$ cat src/rtl/mux4_rr_sched_pkg.sv
// Shared definitions for the round-robin scheduler around the 4:1 single-bit mux.
// Holds the FSM encoding, requester geometry and the reset value of the rotation pointer.
package mux4_rr_sched_pkg;

    localparam int N_REQ = 4;
    localparam int SEL_W = 2;

    localparam logic [0:0] ST_IDLE  = 1'b0;
    localparam logic [0:0] ST_GRANT = 1'b1;

    // Pointer starts at the top requester so requester 0 is searched first.
    localparam logic [SEL_W-1:0] LAST_RST = 2'd3;

    function automatic logic [N_REQ-1:0] onehot(input logic [SEL_W-1:0] idx);
        logic [N_REQ-1:0] one;
        one = N_REQ'(1);
        return one << idx;
    endfunction

endpackage

$ cat src/rtl/mux4_rr_sched_mux4.sv
// Team 4:1 single-bit multiplexer: f is the data line chosen by the 2-bit select.
module mux4 (
    input  logic [3:0] w,
    input  logic [1:0] s,
    output logic       f
);

    assign f = w[s];

endmodule

$ cat src/rtl/mux4_rr_sched_rr_pick4.sv
// Combinational round-robin pick over four requests, searching last+1, last+2, last+3, last.
module rr_pick4
    import mux4_rr_sched_pkg::*;
(
    input  logic [N_REQ-1:0] req,
    input  logic [SEL_W-1:0] last,
    output logic [SEL_W-1:0] pick,
    output logic             any
);

    logic [SEL_W-1:0] idx;

    // Walk the search order backwards so the earliest set position is the one left standing.
    always_comb begin
        any  = |req;
        pick = last;
        idx  = last;
        for (int k = N_REQ; k >= 1; k--) begin
            idx = last + SEL_W'(k);
            if (req[idx]) begin
                pick = idx;
            end
        end
    end

endmodule

$ cat src/rtl/mux4_rr_sched.sv
// Round-robin scheduler sharing one 4:1 mux between four serial requesters.
// Tenures are capped at MAX_HOLD cycles; f/valid trail gnt/s by one cycle.
module mux4_rr_sched
    import mux4_rr_sched_pkg::*;
#(
    parameter int MAX_HOLD = 8,
    parameter int HOLD_W   = 4
) (
    input  logic             Clock,
    input  logic             Reset,
    input  logic [N_REQ-1:0] req,
    input  logic [N_REQ-1:0] w,
    output logic [SEL_W-1:0] s,
    output logic [N_REQ-1:0] gnt,
    output logic             f,
    output logic             valid,
    output logic             busy
);

    logic [0:0]       state;
    logic [SEL_W-1:0] last;
    logic [HOLD_W-1:0] hold_cnt;

    logic [SEL_W-1:0] pick;
    logic             any;
    logic             mux_f;
    logic             in_grant;
    logic             cur_req;
    logic             hold_last;
    logic             release_now;
    logic             arbitrate;

    rr_pick4 u_pick (
        .req  (req),
        .last (last),
        .pick (pick),
        .any  (any)
    );

    mux4 u_mux (
        .w (w),
        .s (s),
        .f (mux_f)
    );

    assign in_grant    = (state == ST_GRANT);
    assign cur_req     = req[s];
    assign hold_last   = (hold_cnt == HOLD_W'(MAX_HOLD - 1));
    // Expiry and a dropped request in the same cycle collapse into one release.
    assign release_now = in_grant & (~cur_req | hold_last);
    assign arbitrate   = ~in_grant | release_now;

    // busy is the live view of the FSM state.
    assign busy = in_grant;

    always_ff @(posedge Clock or posedge Reset) begin
        if (Reset) begin
            state    <= ST_IDLE;
            gnt      <= '0;
            s        <= '0;
            last     <= LAST_RST;
            hold_cnt <= '0;
            f        <= 1'b0;
            valid    <= 1'b0;
        end else begin
            f     <= mux_f & in_grant & cur_req;
            valid <= in_grant & cur_req;
            if (arbitrate) begin
                hold_cnt <= '0;
                if (any) begin
                    state <= ST_GRANT;
                    gnt   <= onehot(pick);
                    s     <= pick;
                    last  <= pick;
                end else begin
                    state <= ST_IDLE;
                    gnt   <= '0;
                end
            end else begin
                hold_cnt <= hold_cnt + HOLD_W'(1);
            end
        end
    end

endmodule
$ cat config.mk
export PLATFORM = sky130hd
export DESIGN_NAME = mux4_rr_sched
export DESIGN_NICKNAME = d
export VERILOG_FILES = /design/src/rtl/mux4_rr_sched_pkg.sv /design/src/rtl/mux4_rr_sched_mux4.sv /design/src/rtl/mux4_rr_sched_rr_pick4.sv /design/src/rtl/mux4_rr_sched.sv
export SDC_FILE = /design/constraint.sdc
export NUM_CORES = 1
export LEC_CHECK = 0
export ABC_AREA = 1
export CAP_MARGIN = 5
export CORE_MARGIN = 4
export CORE_UTILIZATION = 25
export DETAILED_ROUTE_END_ITERATION = 10
export SLEW_MARGIN = 20
export SYNTH_ARGS = -nofsm -noshare
export SYNTH_HDL_FRONTEND = slang
export SYNTH_SLANG_ARGS = --single-unit
$ cat constraint.sdc
create_clock -name Clock -period 2.7 [get_ports Clock]
set_clock_uncertainty 0.2 [all_clocks]
set_input_delay 0.81 -clock Clock [delete_from_list [all_inputs] [get_ports Clock]]
set_output_delay 0.81 -clock Clock [all_outputs]
set_load 0.005 [all_outputs]
==> results.md, run 1 <==
* Critical-path maximum fanout at 6
* Critical path depth at 1
* Ports placed on the boundary at 19
* Critical path buffers and inverters at 1
* Minimum clock period after layout at ~2.3 ns
* Capture point of the worst reg-to-reg path: gnt[0]$_DFFE_PP0N_
* Leading cell type by number of instances after synthesis: sky130_fd_sc_hd__nand2_1
* Combinational family with the most area after synthesis: simple AND/OR/NAND/NOR gates
* Worst-case vdd ir drop at around 0.31 mV
* Synth Flop Type: sky130_fd_sc_hd__dfrtp_1
* Internal power at 694 uW
* Hold violation total from the final report at 0
* Fraction of the mapped netlist area in compound gates at between 7 and 8%
* Count of input and output buffers at 18
* Aggregate routed wire length at 1.73 mm
* Final Net Count at roughly 140
* Largest stage delay, worst path at between 0.5 and 0.6 ns
* EDFF count, synth at 0
* Cells after Synth at 110
* Die boundary height at approximately 66 um
* DRC at 0
* Number of maximum-capacitance violations at 0
* CP Capture Point: s[0]
* Pre-antenna DRT Iters at 2
* Sequential share of power at about a third
* Element type at the critical path end: output port
* Warnings from Yosys at 0
* Number of global-route vias before repair at 748
* Horizontal die dimension at roughly 66 um
* Crit share post-route at 84.9%
* Data arrival at the endpoint of the critical path at 1.28 ns
* Count of cells along the worst register-to-register path at 11
* Detailed placement HPWL at between 1 and 1.5 mm
* Worst setup slack after layout at ~0.41 ns
* Synthesized area per cell at 7.75 um^2
* Top area cells in the synthesized netlist: sky130_fd_sc_hd__dfrtp_1 (38%), sky130_fd_sc_hd__nand2_1 (14%), sky130_fd_sc_hd__dfstp_2 (6.2%)
* Area of the placeable core at 3150 um^2
* Most frequent cells after synthesis: sky130_fd_sc_hd__nand2_1 (31), sky130_fd_sc_hd__dfrtp_1 (13), sky130_fd_sc_hd__inv_1 (11)
* Clock slew seen by the registers of the worst setup and hold paths at ~0.09 ns
* Post-Synth Simple-Gate Area at a little over a third
* Switching power at 580 uW
* Synth-to-Final Area Change at 29.4%
* Multiplexer fraction of the synthesized cell area at 0%
* Clock insertion delay at the later pin of the skew report at 0.28 ns
* Unrepaired setup endpoints after global routing: no
* Ys async rst share at 100%
* Starting utilization of the core area at ~27%
* Hold WC Path Type: flop to flop
* Number of register bits inferred by synthesis at 15
* Top cell type's share of synthesized area at between 30% and 40%
* Gate family responsible for the most delay along the worst path: buffers and inverters
* Remaining number of nets flagged by the antenna check after routing at 0
* CP startpoint kind: flop
* # rows at 20
* WP data required at roughly 1.7 ns
* DIE AREA at 4410 um^2
* Residual overflow from global routing at 0
* Worst reg2reg startpoint: last[0]$_DFFE_PP1P_
* Ant. Diodes at 0
* Number of buffers on the longest clock path at 2
* Post-layout utilization of the core at a little over a third
* Root Driver: sky130_fd_sc_hd__clkbuf_4
* Critical path class: flop to output port
* Critical path origin: s[0]$_DFFE_PP0P_
* Setup tns final at 0 ns
* Transition at the pin with the smallest max-transition slack at 0.541 ns
* DR WL/cell at ~9.9 um
* Switching portion of total power at between 40 and 50%
* Clock net sink count at 15
* Number of resized instances in the post-cts repair step at 0
* Worst slew margin relative to its limit at 63.9%
* Worst setup slack after placement at roughly 0.27 ns
* Number of buffers inserted during clock tree synthesis at 3
* Synthesized Nets at 121
* Logic gate share of total power at a little under three fifths
* Post-CTS Setup Inserts at 0
* Fraction of layout instances using a drive strength above 1 at between 10% and 20%
* Initial antenna violation count at 0
* Power Density at about 1200 nW/um^2
* Post-synthesis sequential area ratio at about 44%
* Wire length of the first global-routing pass at between 3 and 4 mm
* Global Route Usage Sum at a little under a tenth
* Library cell contributing the largest single delay on the critical path: sky130_fd_sc_hd__clkdlybuf4s50_1
* Detailed-route via count at approximately 720
* Number of violations reported at the end of detailed-routing iteration 0 at 20
* Area share of xor/xnor cells in the synthesized design at about 2.1%
* Register-to-register path setup slack at ~0.95 ns
* Leakage dissipation at around 0.55 nW
* Clock tree from TritonCTS: yes
* Setup-failing EPs final at 0
* Result of the run: finished, final reports clean
* Largest net degree at the start of global routing at 16
* Post-synthesis cell area at ~850 um^2
* Clock share of power at under 10%
* Post-synthesis cell type count at 22
* H-Tree Level Count at 1
* List of cells traversed by the critical path: clkdlybuf4s50_1
* Hold buffer count at CTS at 0
* Arithmetic-cell share of the synthesized area counting full adders, half adders and majority gates at roughly 1.5%
* Leading area contributor after synthesis: sky130_fd_sc_hd__dfrtp_1
* Vias per cell at 4.13
* Routability cong. at between 0.7 and 0.8
* Fmax at between 0.4 and 0.5 GHz
* Total count of max-transition violations in the final report at 0
-- state kept, by name (all words and copies together) (netlist names) --
name	cells
hold_cnt	4
valid	1
s	2
last	2
f	1
busy	1
gnt	4
-- power groups by stage --
stage	Combinational [mW]	Clock, mW	Sequential, mW
after floorplan	0.560	0	0.389
after global placement	0.722	0	0.417
after detailed placement	0.745	0	0.423
after CTS	0.747	0.129	0.420
after global routing	0.847	0.145	0.434
final	0.732	0.124	0.418
-- worst register-to-register path, cell delays in order, from the launching register on --
cell and delay [ns]:
sky130_fd_sc_hd__dfstp_2 0.67, sky130_fd_sc_hd__inv_6 0.07, sky130_fd_sc_hd__nand2_1 0.06, sky130_fd_sc_hd__nand2_1 0.08, sky130_fd_sc_hd__nand2_2 0.10, sky130_fd_sc_hd__nand2_2 0.07
sky130_fd_sc_hd__nor2_2 0.07, sky130_fd_sc_hd__nand2_1 0.06, sky130_fd_sc_hd__nand2_2 0.10, sky130_fd_sc_hd__inv_2 0.05, sky130_fd_sc_hd__nand3_1 0.06, sky130_fd_sc_hd__nand2_1 0.05
-- kinds of logic (layout without fill, tap and decap cells) --
group / count (synthesis) / count (layout)
DFF: 15 / 15
buffers and inverters: 18 / 39
adders and majority gates: 1 / 1
and+or+nand+nor: 63 / 63
xor gates and xnor gates: 2 / 2
AOI/OAI and AO/OA: 11 / 11
-- through the flow --
step	area (um^2)	total power [mW]	hold WS, ns	instances
after global routing	1100	1.43	0.296	175
after floorplan	852	0.949	0.230	110
after CTS	1100	1.30	0.262	175
final	1100	1.27	0.259	175
after detailed placement	1080	1.17	0.251	171
after global placement	1080	1.14	0.251	171
-- routing by layer --
metal	wire length (um)	track usage (%)
met5	0	0
met4	10	2.28
met3	100	3.57
met2	840	16.1
met1	777	10.7
-- cells in the final DEF, fill, tap and decap left out --
master / count
sky130_fd_sc_hd__a21oi_1: 2
sky130_fd_sc_hd__clkbuf_1: 1
sky130_fd_sc_hd__o21ai_1: 5
sky130_fd_sc_hd__ha_1: 1
sky130_fd_sc_hd__nand2_1: 31
sky130_fd_sc_hd__nand3_1: 9
sky130_fd_sc_hd__nand4_1: 1
sky130_fd_sc_hd__xnor2_1: 1
sky130_fd_sc_hd__nand3_4: 1
sky130_fd_sc_hd__o21bai_2: 2
sky130_fd_sc_hd__nand2_2: 7
sky130_fd_sc_hd__nor2_1: 10
sky130_fd_sc_hd__dfstp_2: 2
sky130_fd_sc_hd__inv_6: 1
sky130_fd_sc_hd__o21ai_0: 2
sky130_fd_sc_hd__inv_1: 11
sky130_fd_sc_hd__xor2_1: 1
sky130_fd_sc_hd__nand3_2: 1
sky130_fd_sc_hd__dfrtp_1: 13
sky130_fd_sc_hd__nor2_2: 2
sky130_fd_sc_hd__nand3b_1: 1
sky130_fd_sc_hd__clkbuf_4: 3
sky130_fd_sc_hd__inv_2: 5
sky130_fd_sc_hd__clkdlybuf4s50_1: 18
-- how the worst min path moves through the flow --
| stage | slack, ns | startpoint | depth (start not counted) | end |
|---|---|---|---|---|
| 5_1_grt | 0.30 | hold_cnt[0]$_DFF_PP0_ | 1 | hold_cnt[0]$_DFF_PP0_ |
| 6_report | 0.26 | hold_cnt[0]$_DFF_PP0_ | 1 | hold_cnt[0]$_DFF_PP0_ |
| 2_1_floorplan | 0.23 | hold_cnt[0]$_DFF_PP0_ | 1 | hold_cnt[0]$_DFF_PP0_ |
| 4_1_cts | 0.26 | hold_cnt[0]$_DFF_PP0_ | 1 | hold_cnt[0]$_DFF_PP0_ |
| 3_5_place_dp | 0.25 | hold_cnt[0]$_DFF_PP0_ | 1 | hold_cnt[0]$_DFF_PP0_ |
| 3_3_place_gp | 0.25 | hold_cnt[0]$_DFF_PP0_ | 1 | hold_cnt[0]$_DFF_PP0_ |
-- cell type report --
| type | instances | area (um^2) |
|---|---|---|
| sequential | 15 | 378 |
| inverter | 17 | 68.8 |
| tap | 44 | 55.1 |
| fill | 349 | 2050 |
| clock buffer | 4 | 26.3 |
| timing repair buffer | 18 | 180 |
| multi-input combinational | 77 | 394 |
Note: power is estimated with default switching activity, not from simulation.
==> run 2, diff against run 1 <==
==> constraint.sdc (replaced) <==
create_clock -name Clock -period 2.2 [get_ports Clock]
set_clock_uncertainty 0.2 [all_clocks]
set_input_delay 0.66 -clock Clock [delete_from_list [all_inputs] [get_ports Clock]]
set_output_delay 0.66 -clock Clock [all_outputs]
set_load 0.005 [all_outputs]
==> results.md, run 2 (same netlist as run 1, synthesis figures left out) <==
* Result of the run: finished, final reports clean (unchanged)
* Gate family responsible for the most delay along the worst path: buffers and inverters (unchanged)
* DIE AREA at 4410 um^2 (unchanged)
* Unrepaired setup endpoints after global routing: no (unchanged)
* Aggregate routed wire length at 1.77 mm (was 1.73 mm)
* Cell depth of the worst hold path at 1 (unchanged)
* Pre-antenna DRT Iters at 4 (was 2)
* Remaining number of nets flagged by the antenna check after routing at 0 (unchanged)
* Worst-case vdd ir drop at 0.350 mV (was 0.310 mV)
* Detailed-route via count at 743 (was 722)
* Registers with the most flip-flops: gnt (4), hold_cnt (4) (unchanged)
* CP startpoint kind: flop (unchanged)
* Critical-path maximum fanout at 6 (unchanged)
* Worst setup slack after placement at -0.0769 ns (was 0.275 ns)
* Number of global-route vias before repair at 747 (was 748)
* Area of the placeable core at 3150 um^2 (unchanged)
* H-Tree Level Count at 1 (unchanged)
* Footprint of the multi-input gates at 394 um^2 (unchanged)
* Sequential share of power at 32.2% (was 32.8%)
* Ant. Diodes at 0 (unchanged)
* Transition at the pin with the smallest max-transition slack at 0.549 ns (was 0.541 ns)
* Finished layout cell area at 1110 um^2 (was 1100 um^2)
* Fraction of layout instances using a drive strength above 1 at 19.7% (was 18.3%)
* Horizontal die dimension at 66.4 um (unchanged)
* Crit share post-route at a little over nine tenths
* Setup-failing EPs final at 0 (unchanged)
* Total area of sequential cells at 379 um^2 (was 378 um^2)
* # rows at 20 (unchanged)
* Residual overflow from global routing at 0 (unchanged)
* Number of maximum-capacitance violations at 0 (unchanged)
* Vias per cell at 4.22 (was 4.13)
* Hold WC Path Type: flop to flop (unchanged)
* Total count of max-transition violations in the final report at 0 (unchanged)
* Post-CTS Setup Inserts at 0 (unchanged)
* Clock insertion delay at the later pin of the skew report at 0.28 ns (about the same)
* DR WL/cell at 10.0 um (was 9.87 um)
* Internal power at 868 uW (was 694 uW)
* Die boundary height at 66.4 um (unchanged)
* Element type at the critical path end: output port (unchanged)
* Detailed placement HPWL at 1.41 mm (was 1.44 mm)
* Count of cells along the worst register-to-register path at 11 (unchanged)
* Final non-filler cell total at 176 (was 175)
* Data arrival at the endpoint of the critical path at 1.22 ns (was 1.28 ns)
* Critical path class: flop to output port (unchanged)
* Most used cells in the layout excluding fill and tap cells: sky130_fd_sc_hd__nand2_1 (31), sky130_fd_sc_hd__clkdlybuf4s50_1 (18), sky130_fd_sc_hd__dfrtp_1 (12), sky130_fd_sc_hd__inv_1 (11), sky130_fd_sc_hd__nor2_1 (10) (was sky130_fd_sc_hd__nand2_1 (31), sky130_fd_sc_hd__clkdlybuf4s50_1 (18), sky130_fd_sc_hd__dfrtp_1 (13), sky130_fd_sc_hd__inv_1 (11), sky130_fd_sc_hd__nor2_1 (10))
* Switching power at 718 uW (was 580 uW)
* Ports placed on the boundary at 19 (unchanged)
* Root Driver: sky130_fd_sc_hd__clkbuf_4 (unchanged)
* Global Route Usage Sum at 9.33% (was 9.31%)
* Routability cong. at 0.786 (was 0.757)
* Starting utilization of the core area at 27.0% (unchanged)
* Post-DP Area at 1080 um^2 (about the same)
* Minimum clock period after layout at between 2 and 2.5 ns
* List of cells traversed by the critical path: clkdlybuf4s50_1 (unchanged)
* Filler cells at 351 (was 349)
* Power Density at 1430 nW/um^2 (was 1160 nW/um^2)
* Number of violations reported at the end of detailed-routing iteration 0 at 25 (was 20)
* Worst slew margin relative to its limit at 63.3% (was 63.9%)
* Count of input and output buffers at 18 (unchanged)
* Final Net Count at 144 (was 143)
* Clock share of power at 9.8% (was 9.7%)
* WP data required at 1.34 ns (was 1.69 ns)
* Initial antenna violation count at 0 (unchanged)
* Clock net sink count at 15 (unchanged)
* Synth-to-Final Area Change at 30.4% (was 29.4%)
* DRC at 0 (unchanged)
* Number of buffers inserted during clock tree synthesis at 3 (unchanged)
* Hold violation total from the final report at 0 (unchanged)
* Switching portion of total power at 45.3% (was 45.5%)
* Number of buffers on the longest clock path at 2 (unchanged)
* Largest stage delay, worst path at 0.51 ns (was 0.54 ns)
* Library cell contributing the largest single delay on the critical path: sky130_fd_sc_hd__clkdlybuf4s50_1 (unchanged)
* Hold buffer count at CTS at 0 (unchanged)
* Logic gate share of total power at 58.0% (was 57.5%)
* Critical path depth at 1 (unchanged)
* Wire length of the first global-routing pass at 3.20 mm (was 3.17 mm)
* Largest net degree at the start of global routing at 16 (unchanged)
* Leakage dissipation at 0.550 nW (was 0.547 nW)
* Placed instance count at 172 (was 171)
* Clock tree from TritonCTS: yes (unchanged)
* Fmax at ~0.48 GHz
* Critical path buffers and inverters at 1 (unchanged)
* Clock slew seen by the registers of the worst setup and hold paths at 0.09 ns (about the same)
* Worst setup slack after layout at 0.118 ns (was 0.406 ns)
* Leading cell type in the layout, fill and taps excluded: sky130_fd_sc_hd__nand2_1 (unchanged)
-- run 2: per-layer routing --
| metal | vias to the layer above | GRT usage, % | wire, um |
|---|---|---|---|
| met5 | - | 0 | 0 |
| met4 | 0 | 2.28 | 8 |
| met3 | 2 | 3.57 | 135 |
| met2 | 24 | 16.0 | 862 |
| met1 | 331 | 10.8 | 758 |
| li1 | 386 | - | - |
-- run 2: stage by stage --
step / power [mW] / hold WS, ns / TNS (ns) / util (%)
after floorplan: 1.17 / 0.230 / 0 / -
after global placement: 1.42 / 0.247 / -0.105 / 34.4
after detailed placement: 1.45 / 0.255 / -0.407 / 34.4
after CTS: 1.61 / 0.267 / 0 / 35.2
after global routing: 1.77 / 0.287 / 0 / 35.2
final: 1.59 / 0.263 / 0 / 35.2
-- run 2: area by class of cell --
class	instances	share of cell area (%)
well taps	44	4.95
inverters	17	6.19
flip-flops and latches	15	34.1
repair buffers	19	16.9
clock buffers	4	2.36
multi-input cells	77	35.5
-- run 2: path summary, 6_finish.rpt --
| path | start | endpoint | slack, ns |
|---|---|---|---|
| setup / recovery | s[0]$_DFFE_PP0P_ | s[0] | 0.12 |
| hold / removal | hold_cnt[0]$_DFF_PP0_ | hold_cnt[0]$_DFF_PP0_ | 0.26 |
| setup reg to reg | last[0]$_DFFE_PP1P_ | gnt[0]$_DFFE_PP0N_ | 0.44 |
| hold reg to reg | hold_cnt[0]$_DFF_PP0_ | hold_cnt[0]$_DFF_PP0_ | 0.26 |
| max in group asynchronous | Reset | s[0]$_DFFE_PP0P_ | 0.89 |
| min in group asynchronous | Reset | gnt[1]$_DFFE_PP0N_ | 0.52 |
-- run 2: power by group through the flow --
stage          sequential, mW  combinational [mW]  clock [mW]
2_1_floorplan           0.477               0.688           0
3_5_place_dp            0.518               0.930           0
6_report                0.511               0.919       0.155
4_1_cts                 0.513               0.937       0.161
5_1_grt                 0.533                1.07       0.174
3_3_place_gp            0.514               0.907           0
-- run 2: what timing repair did --
| action | 4_1_cts | 5_1_grt |
|---|---|---|
| gates resized for setup | 0 | 1 |
| endpoints found under the setup margin | 0 | 1 |
| hold endpoints to repair | 0 | 0 |
==> run 3, diff against run 2 <==
--- a/config.mk
+++ b/config.mk
@@ -10,7 +10,6 @@
 export CORE_MARGIN = 4
 export CORE_UTILIZATION = 25
 export DETAILED_ROUTE_END_ITERATION = 10
-export SLEW_MARGIN = 20
 export SYNTH_ARGS = -nofsm -noshare
 export SYNTH_HDL_FRONTEND = slang
 export SYNTH_SLANG_ARGS = --single-unit
==> results of run 3 <==
Final layout, timing and power as in run 2 (identical DEF).
